<file path="src/rtl/btn_pkg.sv">
// btn_pkg: shared defaults, button vector type and board bit mapping for btn_conditioner
package btn_pkg;
  localparam int BTN_DEBOUNCE_DEFAULT = 1_000_000;
  localparam int BTN_LONG_DEFAULT = 100_000_000;
  typedef logic [2:0] btn_vec_t;
  localparam int BTN_CLEAR = 0;
  localparam int BTN_START = 1;
  localparam int BTN_STOP = 2;
endpackage

</file>
<file path="src/rtl/btn_conditioner_if.sv">
// btn_conditioner_if: raw button levels in, conditioned level/press/release/long vectors out
interface btn_conditioner_if
  import btn_pkg::*;
#(
  parameter int N_BTN = $bits(btn_vec_t)
);
  logic [N_BTN-1:0] btn_i;
  logic [N_BTN-1:0] level_o;
  logic [N_BTN-1:0] press_o;
  logic [N_BTN-1:0] release_o;
  logic [N_BTN-1:0] long_o;
  modport master (output btn_i, input level_o, press_o, release_o, long_o);
  modport slave (input btn_i, output level_o, press_o, release_o, long_o);
endinterface

</file>
<file path="src/rtl/btn_debounce_ch.sv">
// btn_debounce_ch: one button channel (sync, debounce, edge pulses; long-press pulse with BTN_LONG_PRESS_EN)
module btn_debounce_ch
  import btn_pkg::*;
#(
  parameter int DEBOUNCE_CYCLES = BTN_DEBOUNCE_DEFAULT,
  parameter int LONG_CYCLES = BTN_LONG_DEFAULT
) (
  input  logic clk,
  input  logic rst_n,
  input  logic btn,
  output logic level,
  output logic press,
  output logic lift,
  output logic long_hit
);
  localparam int CW = $clog2(DEBOUNCE_CYCLES);
  if (DEBOUNCE_CYCLES < 2 || LONG_CYCLES <= DEBOUNCE_CYCLES) begin : g_bad_cfg
    $error("btn_debounce_ch: need DEBOUNCE_CYCLES >= 2 and LONG_CYCLES > DEBOUNCE_CYCLES");
  end
  logic [1:0] sync_ff;
  logic [CW-1:0] cnt;
  logic sync;
  logic accept;
  logic fall;
  assign sync = sync_ff[1];
  assign accept = (sync != level) && (cnt == CW'(DEBOUNCE_CYCLES - 1));
  assign fall = accept && level;
  // synchronise, count consecutive disagreeing cycles, flip the level after a full stable run
  always_ff @(posedge clk or negedge rst_n) begin
    if (!rst_n) begin
      sync_ff <= '0;
      cnt <= '0;
      level <= 1'b0;
      press <= 1'b0;
      lift <= 1'b0;
    end else begin
      sync_ff <= {sync_ff[0], btn};
      cnt <= (sync == level || accept) ? '0 : cnt + 1'b1;
      level <= accept ? sync : level;
      press <= accept && sync;
      lift <= fall;
    end
  end
`ifdef BTN_LONG_PRESS_EN
  localparam int HW = $clog2(LONG_CYCLES + 1);
  logic [HW-1:0] hold;
  // saturating hold counter while the level is high; pulse on the step into LONG_CYCLES
  always_ff @(posedge clk or negedge rst_n) begin
    if (!rst_n) begin
      hold <= '0;
      long_hit <= 1'b0;
    end else begin
      hold <= fall ? '0 : (level && hold != HW'(LONG_CYCLES)) ? hold + 1'b1 : hold;
      long_hit <= level && !fall && hold == HW'(LONG_CYCLES - 1);
    end
  end
`else
  assign long_hit = 1'b0;
`endif
endmodule

</file>
<file path="src/rtl/btn_conditioner.sv">
// btn_conditioner: N independent debounced button channels; long-press pulses need BTN_LONG_PRESS_EN
module btn_conditioner
  import btn_pkg::*;
#(
  parameter int N_BTN = $bits(btn_vec_t),
  parameter int DEBOUNCE_CYCLES = BTN_DEBOUNCE_DEFAULT,
  parameter int LONG_CYCLES = BTN_LONG_DEFAULT
) (
  input logic clk,
  input logic rst_n,
  btn_conditioner_if.slave bus
);
  for (genvar i = 0; i < N_BTN; i++) begin : g_ch
    btn_debounce_ch #(
      .DEBOUNCE_CYCLES(DEBOUNCE_CYCLES),
      .LONG_CYCLES(LONG_CYCLES)
    ) u_ch (
      .clk(clk),
      .rst_n(rst_n),
      .btn(bus.btn_i[i]),
      .level(bus.level_o[i]),
      .press(bus.press_o[i]),
      .lift(bus.release_o[i]),
      .long_hit(bus.long_o[i])
    );
  end
endmodule

</file>
<file path="src/flat_wrapper.sv">
// flat-port wrapper written by rule: the top's interface ports become plain ports
module btn_conditioner_flat import btn_pkg::*;
#(
  parameter int N_BTN = $bits(btn_vec_t),
  parameter int DEBOUNCE_CYCLES = BTN_DEBOUNCE_DEFAULT,
  parameter int LONG_CYCLES = BTN_LONG_DEFAULT
)
  (clk, rst_n, bus_btn_i, bus_level_o, bus_press_o, bus_release_o, bus_long_o);
  btn_conditioner_if #(.N_BTN(N_BTN)) bus_i ();
  input logic clk;
  input logic rst_n;
  input wire logic [$bits(bus_i.btn_i)-1:0] bus_btn_i;
  output wire logic [$bits(bus_i.level_o)-1:0] bus_level_o;
  output wire logic [$bits(bus_i.press_o)-1:0] bus_press_o;
  output wire logic [$bits(bus_i.release_o)-1:0] bus_release_o;
  output wire logic [$bits(bus_i.long_o)-1:0] bus_long_o;
  assign bus_i.btn_i = bus_btn_i;
  assign bus_level_o = bus_i.level_o;
  assign bus_press_o = bus_i.press_o;
  assign bus_release_o = bus_i.release_o;
  assign bus_long_o = bus_i.long_o;
  btn_conditioner #(.N_BTN(N_BTN), .DEBOUNCE_CYCLES(DEBOUNCE_CYCLES), .LONG_CYCLES(LONG_CYCLES)) u_core (.clk(clk), .rst_n(rst_n), .bus(bus_i));
endmodule
</file>
<file path="config.mk">
export PLATFORM = sky130hd
export DESIGN_NAME = btn_conditioner_flat
export DESIGN_NICKNAME = d
export VERILOG_FILES = /design/src/rtl/btn_pkg.sv /design/src/rtl/btn_conditioner_if.sv /design/src/rtl/btn_debounce_ch.sv /design/src/rtl/btn_conditioner.sv /design/src/flat_wrapper.sv
export SDC_FILE = /design/constraint.sdc
export NUM_CORES = 1
export LEC_CHECK = 0
export CAP_MARGIN = 5
export CORE_ASPECT_RATIO = 0.6
export CORE_MARGIN = 5
export CORE_UTILIZATION = 64
export DETAILED_ROUTE_END_ITERATION = 12
export HOLD_SLACK_MARGIN = 0.06
export PLACE_DENSITY_LB_ADDON = 0.08
export SYNTH_ARGS = -nofsm -noshare
export SYNTH_HDL_FRONTEND = slang
export SYNTH_SLANG_ARGS = --single-unit
</file>
<file path="constraint.sdc">
create_clock -name clk -period 5.9 [get_ports clk]
set_input_delay 1.18 -clock clk [delete_from_list [all_inputs] [get_ports clk]]
set_output_delay 1.18 -clock clk [all_outputs]
set_load 0.01 [all_outputs]
</file>
==> impl_metrics.ini, run 1 <==
[setup_path]
critPathTopFamily = buffers and inverters
endpoint_kind = output port
max_stage_delay_ns = 0.56
worstSetupPathType = reg2out
path_cells = clkdlybuf4s50_1
worstPathArrival_ns = 1.35
cp_max_fo = 5
cpMaxStageDelayCell = clkdlybuf4s50_1
required_ns = 4.72
startpoint_type = flip-flop
critPathBufInv = 1

[route]
wire_per_inst_um = 15.3
drc = 0
vias = 2581
first_pass_iters = 4
avgViaCountPerCell = 5.83
ant_nets = 0
finalWirelength_mm = 6.78
drtIter0Drc = 102

[synthesis]
netlist_instances = 349
muxShareOfSynthArea = 0.0121
yosysMostFrequentCell = dfrtp_1
synthSimpleGateAreaFrac = 0.256
synth_seq_cells = 75
yosysSeqAreaShare = 0.518
synthTopCellsByArea = dfrtp_1, xor2_1, nor2_1, xnor2_1, nand3_1
synth_area_um2 = 3620
synth_fa_ha_area_frac = 0.0104
syn_avg_cell_area_um2 = 10.4
synth_area_leader_cell = dfrtp_1
synth_edf_count = 0
ys.flop_type = dfrtp_1
netlist.area_leader.share = 0.518
synth-compound-area-share = 0.0698
async_flop_share = 1.00
synth.distinct_cells = 43
yosys_warnings = 0
synth_top_family_by_area = simple AND/OR/NAND/NOR gates
synthTopCellsByCount = dfrtp_1, nor2_1, nand2_1, xor2_1, nand3_1
synth-xor-area-share = 0.0943

[placed_design]
portBuffers = 13
hpwlAfterDp_mm = 4.73
place_area_um2 = 3750
gp_congestion = 0.867

[global_routing]
grt_pass1_wl_mm = 11.9
grt_max_degree = 76
grt_use_total = 0.213
first_global_vias = 2479
antenna_found_initial = 0
overflow = 0

[clock_tree]
clk_pin_slew_ns = 0.09
cts_tree = yes
ctsResizeCount = 0
hold_buffers = 0
cts_sinks = 75
cts_buffers = 9
clock_latency_ns = 0.36
clockBufferDepth = 2
cts_setup_buffers = 0
root_buffer = clkbuf_8
htree_levels = 3

[run]
cap_violations = 0

[floorplanning]
start_util = 0.654
ios = 17
die_w_um = 107
dieArea_um2 = 7320
fp-row-count = 21
die_h_um = 68.3
core_area_um2 = 5540

[timing]
max_freq_ghz = 0.395
drv_slew = 0
max_slew.worst_pin.slew_ns = 0.929
min_period_ns = 2.53
finClkSkew_ns = 0.0110
finalSetupViolations = 0
timing.slew.headroom = 0.381
rsz0062_at_grt = false
setup-tns-final_ns = 0
hold_violations = 0
post-route-period-util = 0.430

[power]
p_leak_uw = 0.00160
power_density_nw_per_um2 = 235
peakVddDrop_v = 0.000143

[min_path]
hold_path_class = reg2reg

[finish]
n_fill_cell = 429
fin_area_um2 = 3940
seqCellArea_um2 = 1880
syn2layout_area_growth_pct = 8.60
drive_above_1_share = 0.0882
antenna_cells = 0
fin_nets = 366
multi_input_area_um2 = 1620

[outcome]
status = completed
==> worst paths after layout <==
check,cells past startpoint,from,slack [ns],end
worst max-delay path,1,u_core.g_ch[0].u_ch.level,3.37,bus_level_o[0]
worst min register to register,0,u_core.g_ch[2].u_ch.sync_ff[0],0.35,u_core.g_ch[2].u_ch.sync_ff[1]
max in group asynchronous,1,rst_n,4.34,u_core.g_ch[0].u_ch.cnt[5]
min in group asynchronous,1,rst_n,0.93,u_core.g_ch[2].u_ch.cnt[5]
worst max register to register,4,u_core.g_ch[0].u_ch.cnt[0],3.74,u_core.g_ch[0].u_ch.cnt[2]
worst min-delay path,0,u_core.g_ch[2].u_ch.sync_ff[0],0.35,u_core.g_ch[2].u_ch.sync_ff[1]
==> layer usage <==
layer  share of wire  global-route usage  wire length (um)
met5               0                   0                 0
met4           0.011              0.0766                72
met3           0.046              0.0547               309
met2            0.43               0.315              2890
met1            0.52               0.307              3510
==> sequential cells by signal (all words and copies together), names as in the netlist <==
name,count
u_core.g_ch.u_ch.cnt,60
u_core.g_ch.u_ch.level,3
u_core.g_ch.u_ch.lift,3
u_core.g_ch.u_ch.press,3
u_core.g_ch.u_ch.sync_ff,6
==> power breakdown <==
part,switching [uW],internal (uW),leakage (uW)
sequential,6.98,521,0.00103
combinational,21.4,9.13,0.000487
clock,208,159,0.0000884
==> logic make-up after synthesis <==
kind of cell | Yosys count
XOR/XNOR | 39
AO/OA/AOI/OAI | 36
flip-flops | 75
buffers and inverters | 24
multiplexers | 4
other | 1
adder cells (fa/ha/maj) | 3
AND/OR/NAND/NOR | 167
==> final cells by class <==
class                           count  share of cell area
Multi-Input combinational cell    252               0.410
Timing Repair Buffer               14              0.0343
Inverter                            6             0.00572
Clock inverter                      7              0.0156
Clock buffer                        9              0.0315
Tap cell                           80              0.0254
Sequential cell                    75               0.477
==> placed cells by master, fill, tap and decap left out, types with 6 or more instances in the layout <==
cell type / count
xor2_1: 22
a21oi_1: 18
inv_1: 6
clkbuf_8: 9
nor3_1: 7
nor2_1: 42
or3_1: 10
and3_1: 8
nand4_1: 12
nand2_1: 23
o21ai_0: 6
and4_1: 7
or4_1: 9
nor4_1: 7
nor3b_1: 6
dfrtp_1: 75
xnor2_1: 17
o31ai_1: 7
clkdlybuf4s50_1: 12
nand3_1: 19
==> stage by stage <==
| stage | setup slack (ns) | hold slack [ns] | total power (uW) | util | std cells |
|---|---|---|---|---|---|
| 5_1_grt | 3.29 | 0.362 | 967 | 0.710 | 443 |
| 2_1_floorplan | 4.03 | 0.331 | 553 | - | 351 |
| 3_3_place_gp | 3.78 | 0.335 | 568 | 0.676 | 427 |
| 4_1_cts | 3.35 | 0.355 | 934 | 0.710 | 443 |
| 3_5_place_dp | 3.72 | 0.335 | 569 | 0.676 | 427 |
| 6_report | 3.37 | 0.354 | 925 | 0.710 | 443 |
Power figures use the tool's default switching activity.
==> run 2: changes to the inputs <==
--- a/config.mk
+++ b/config.mk
@@ -8,7 +8,7 @@
 export CAP_MARGIN = 5
 export CORE_ASPECT_RATIO = 0.6
 export CORE_MARGIN = 5
-export CORE_UTILIZATION = 64
+export CORE_UTILIZATION = 54
 export DETAILED_ROUTE_END_ITERATION = 12
 export HOLD_SLACK_MARGIN = 0.06
 export PLACE_DENSITY_LB_ADDON = 0.08
==> constraint.sdc (replaced) <==
create_clock -name clk -period 2.28 [get_ports clk]
set_input_delay 0.456 -clock clk [delete_from_list [all_inputs] [get_ports clk]]
set_output_delay 0.456 -clock clk [all_outputs]
set_load 0.01 [all_outputs]
==> impl_metrics.ini, run 2 (synthesis results as in run 1) <==
[timing]
drv_slew = 0
finalSetupViolations = 0
setup-tns-final_ns = 0
timing.slew.headroom = 0.612
max_slew.worst_pin.slew_ns = 0.577
setup_ws_ns = 0.246
min_period_ns = 2.03
hold_violations = 0
rsz0062_at_grt = false
post-route-period-util = 0.892
finClkSkew_ns = 0.00857
max_freq_ghz = 0.492

[finish]
regMostFlops = u_core.g_ch.u_ch.cnt
reg_top3 = u_core.g_ch.u_ch.cnt: 60 flops, u_core.g_ch.u_ch.sync_ff: 6 flops
syn2layout_area_growth_pct = 10.6
drive_above_1_share = 0.103
final_common_cell = dfrtp_1
antenna_cells = 0
n_fill_cell = 562
multi_input_area_um2 = 1620
largest_register_ffs = 60
fin_area_um2 = 4010
layout_common_cells = dfrtp_1, nor2_1, nand2_1, xor2_1, nand3_1
fin_nets = 371
finish.utilization = 0.608
seqCellArea_um2 = 1880

[power]
power_density_nw_per_um2 = 612
peakVddDrop_v = 0.000419
p_leak_uw = 0.00164

[clock_tree]
clock_latency_ns = 0.35
cts_tree = yes
root_buffer = clkbuf_8
htree_levels = 3
clk_pin_slew_ns = 0.08
hold_buffers = 0
cts_buffers = 9
clockBufferDepth = 2
cts_sinks = 75

[global_routing]
use_met1 = 0.266
use_met2 = 0.255
grt_pass1_wl_mm = 11.8
grt_use_total = 0.182
antenna_found_initial = 0
first_global_vias = 2451
busiest_layer = met1
grt_util_met3 = 0.0568
overflow = 0
grt_max_degree = 41

[setup_path]
regToRegStartpoint = u_core.g_ch[0].u_ch.cnt[0]
rr_endpoint = u_core.g_ch[0].u_ch.level
endpoint_kind = flip-flop
startpoint_type = flip-flop
cp_max_fo = 7
worstSetupPathType = reg2reg
r2r_cells = 4
required_ns = 2.52
rrSetupSlack_ns = 0.25
worstPathArrival_ns = 2.28

[floorplanning]
start_util = 0.550
ios = 17
die_w_um = 116
fp-row-count = 23
core_area_um2 = 6590
dieArea_um2 = 8500
die_h_um = 73.5

[route]
first_pass_iters = 4
ant_nets = 0
wire_per_inst_um = 14.7
drc = 0
avgViaCountPerCell = 5.52
vias = 2513
finalWirelength_mm = 6.70
drtIter0Drc = 252

[outcome]
status = completed

[placed_design]
place_area_um2 = 3810
hpwlAfterDp_mm = 4.65
pre_cts_slack_ns = 0.200
portBuffers = 13
gp_congestion = 0.823

[run]
cap_violations = 0

[min_path]
hold_path_class = in2async
[run 2: cell count changes in the layout (fill, tap and decap cells not counted)]
cell       before  now
clkinv_4        2    1
clkinv_2        0    3
inv_8           1    0
buf_12          0    1
inv_6           2    0
nor4_2          0    1
bufinv_16       0    1
buf_4           2    6
nor4_1          7    6
[run 2: worst max path at each step]
stage                                     from                          end
floorplan           u_core.g_ch[1].u_ch.cnt[0]  u_core.g_ch[1].u_ch.cnt[10]
global placement    u_core.g_ch[0].u_ch.cnt[0]  u_core.g_ch[0].u_ch.cnt[18]
detailed placement  u_core.g_ch[0].u_ch.cnt[0]  u_core.g_ch[0].u_ch.cnt[18]
CTS                 u_core.g_ch[0].u_ch.cnt[0]  u_core.g_ch[0].u_ch.cnt[18]
global route        u_core.g_ch[0].u_ch.cnt[0]  u_core.g_ch[0].u_ch.cnt[17]
finish              u_core.g_ch[0].u_ch.cnt[0]    u_core.g_ch[0].u_ch.level
[run 2: repair_timing]
item	in CTS	in global routing
buffers inserted	0	0
endpoints found under the setup margin	0	1
gates resized for setup	0	1
[run 2: per-layer routing]
metal  share of wire  routed length (um)
met3           0.043                 288
met2            0.41                2720
met5               0                   0
met1            0.54                3600
met4           0.015                  99
[run 2: final cells by class]
class | count | share of cell area
Timing Repair Buffer | 19 | 0.0462
Multi-Input combinational cell | 252 | 0.405
Tap cell | 87 | 0.0272
Inverter | 6 | 0.00562
Sequential cell | 75 | 0.468
Clock buffer | 9 | 0.0309
Clock inverter | 7 | 0.0172
[run 2: report_power, final]
part / internal, uW / switching [uW]
Combinational: 32.2 / 57.9
Clock: 501 / 498
Sequential: 1350 / 18.3
Total: 1880 / 574
[run 2: worst max-delay path, stage by stage (launching register included)]
cell and delay (ns):
dfrtp_1 0.41, ha_1 0.22, nand3_1 0.30, or4_4 0.67, mux2_1 0.32
[run 2: per-stage QoR]
stage               std cells  hold slack, ns  total power [uW]
floorplan                 351           0.160              1430
global placement          439           0.348              1480
detailed placement        439           0.350              1480
CTS                       455          0.0743              2490
global route              455          0.0948              2570
finish                    455          0.0747              2450
==> run 3: changes to the inputs <==
--- a/config.mk
+++ b/config.mk
@@ -10,8 +10,9 @@
 export CORE_MARGIN = 5
 export CORE_UTILIZATION = 54
 export DETAILED_ROUTE_END_ITERATION = 12
-export HOLD_SLACK_MARGIN = 0.06
+export HOLD_SLACK_MARGIN = 0.03
 export PLACE_DENSITY_LB_ADDON = 0.08
 export SYNTH_ARGS = -nofsm -noshare
 export SYNTH_HDL_FRONTEND = slang
 export SYNTH_SLANG_ARGS = --single-unit
+export TNS_END_PERCENT = 50
==> results of run 3 <==
The final DEF is identical to that of run 2; final timing and power are the same.
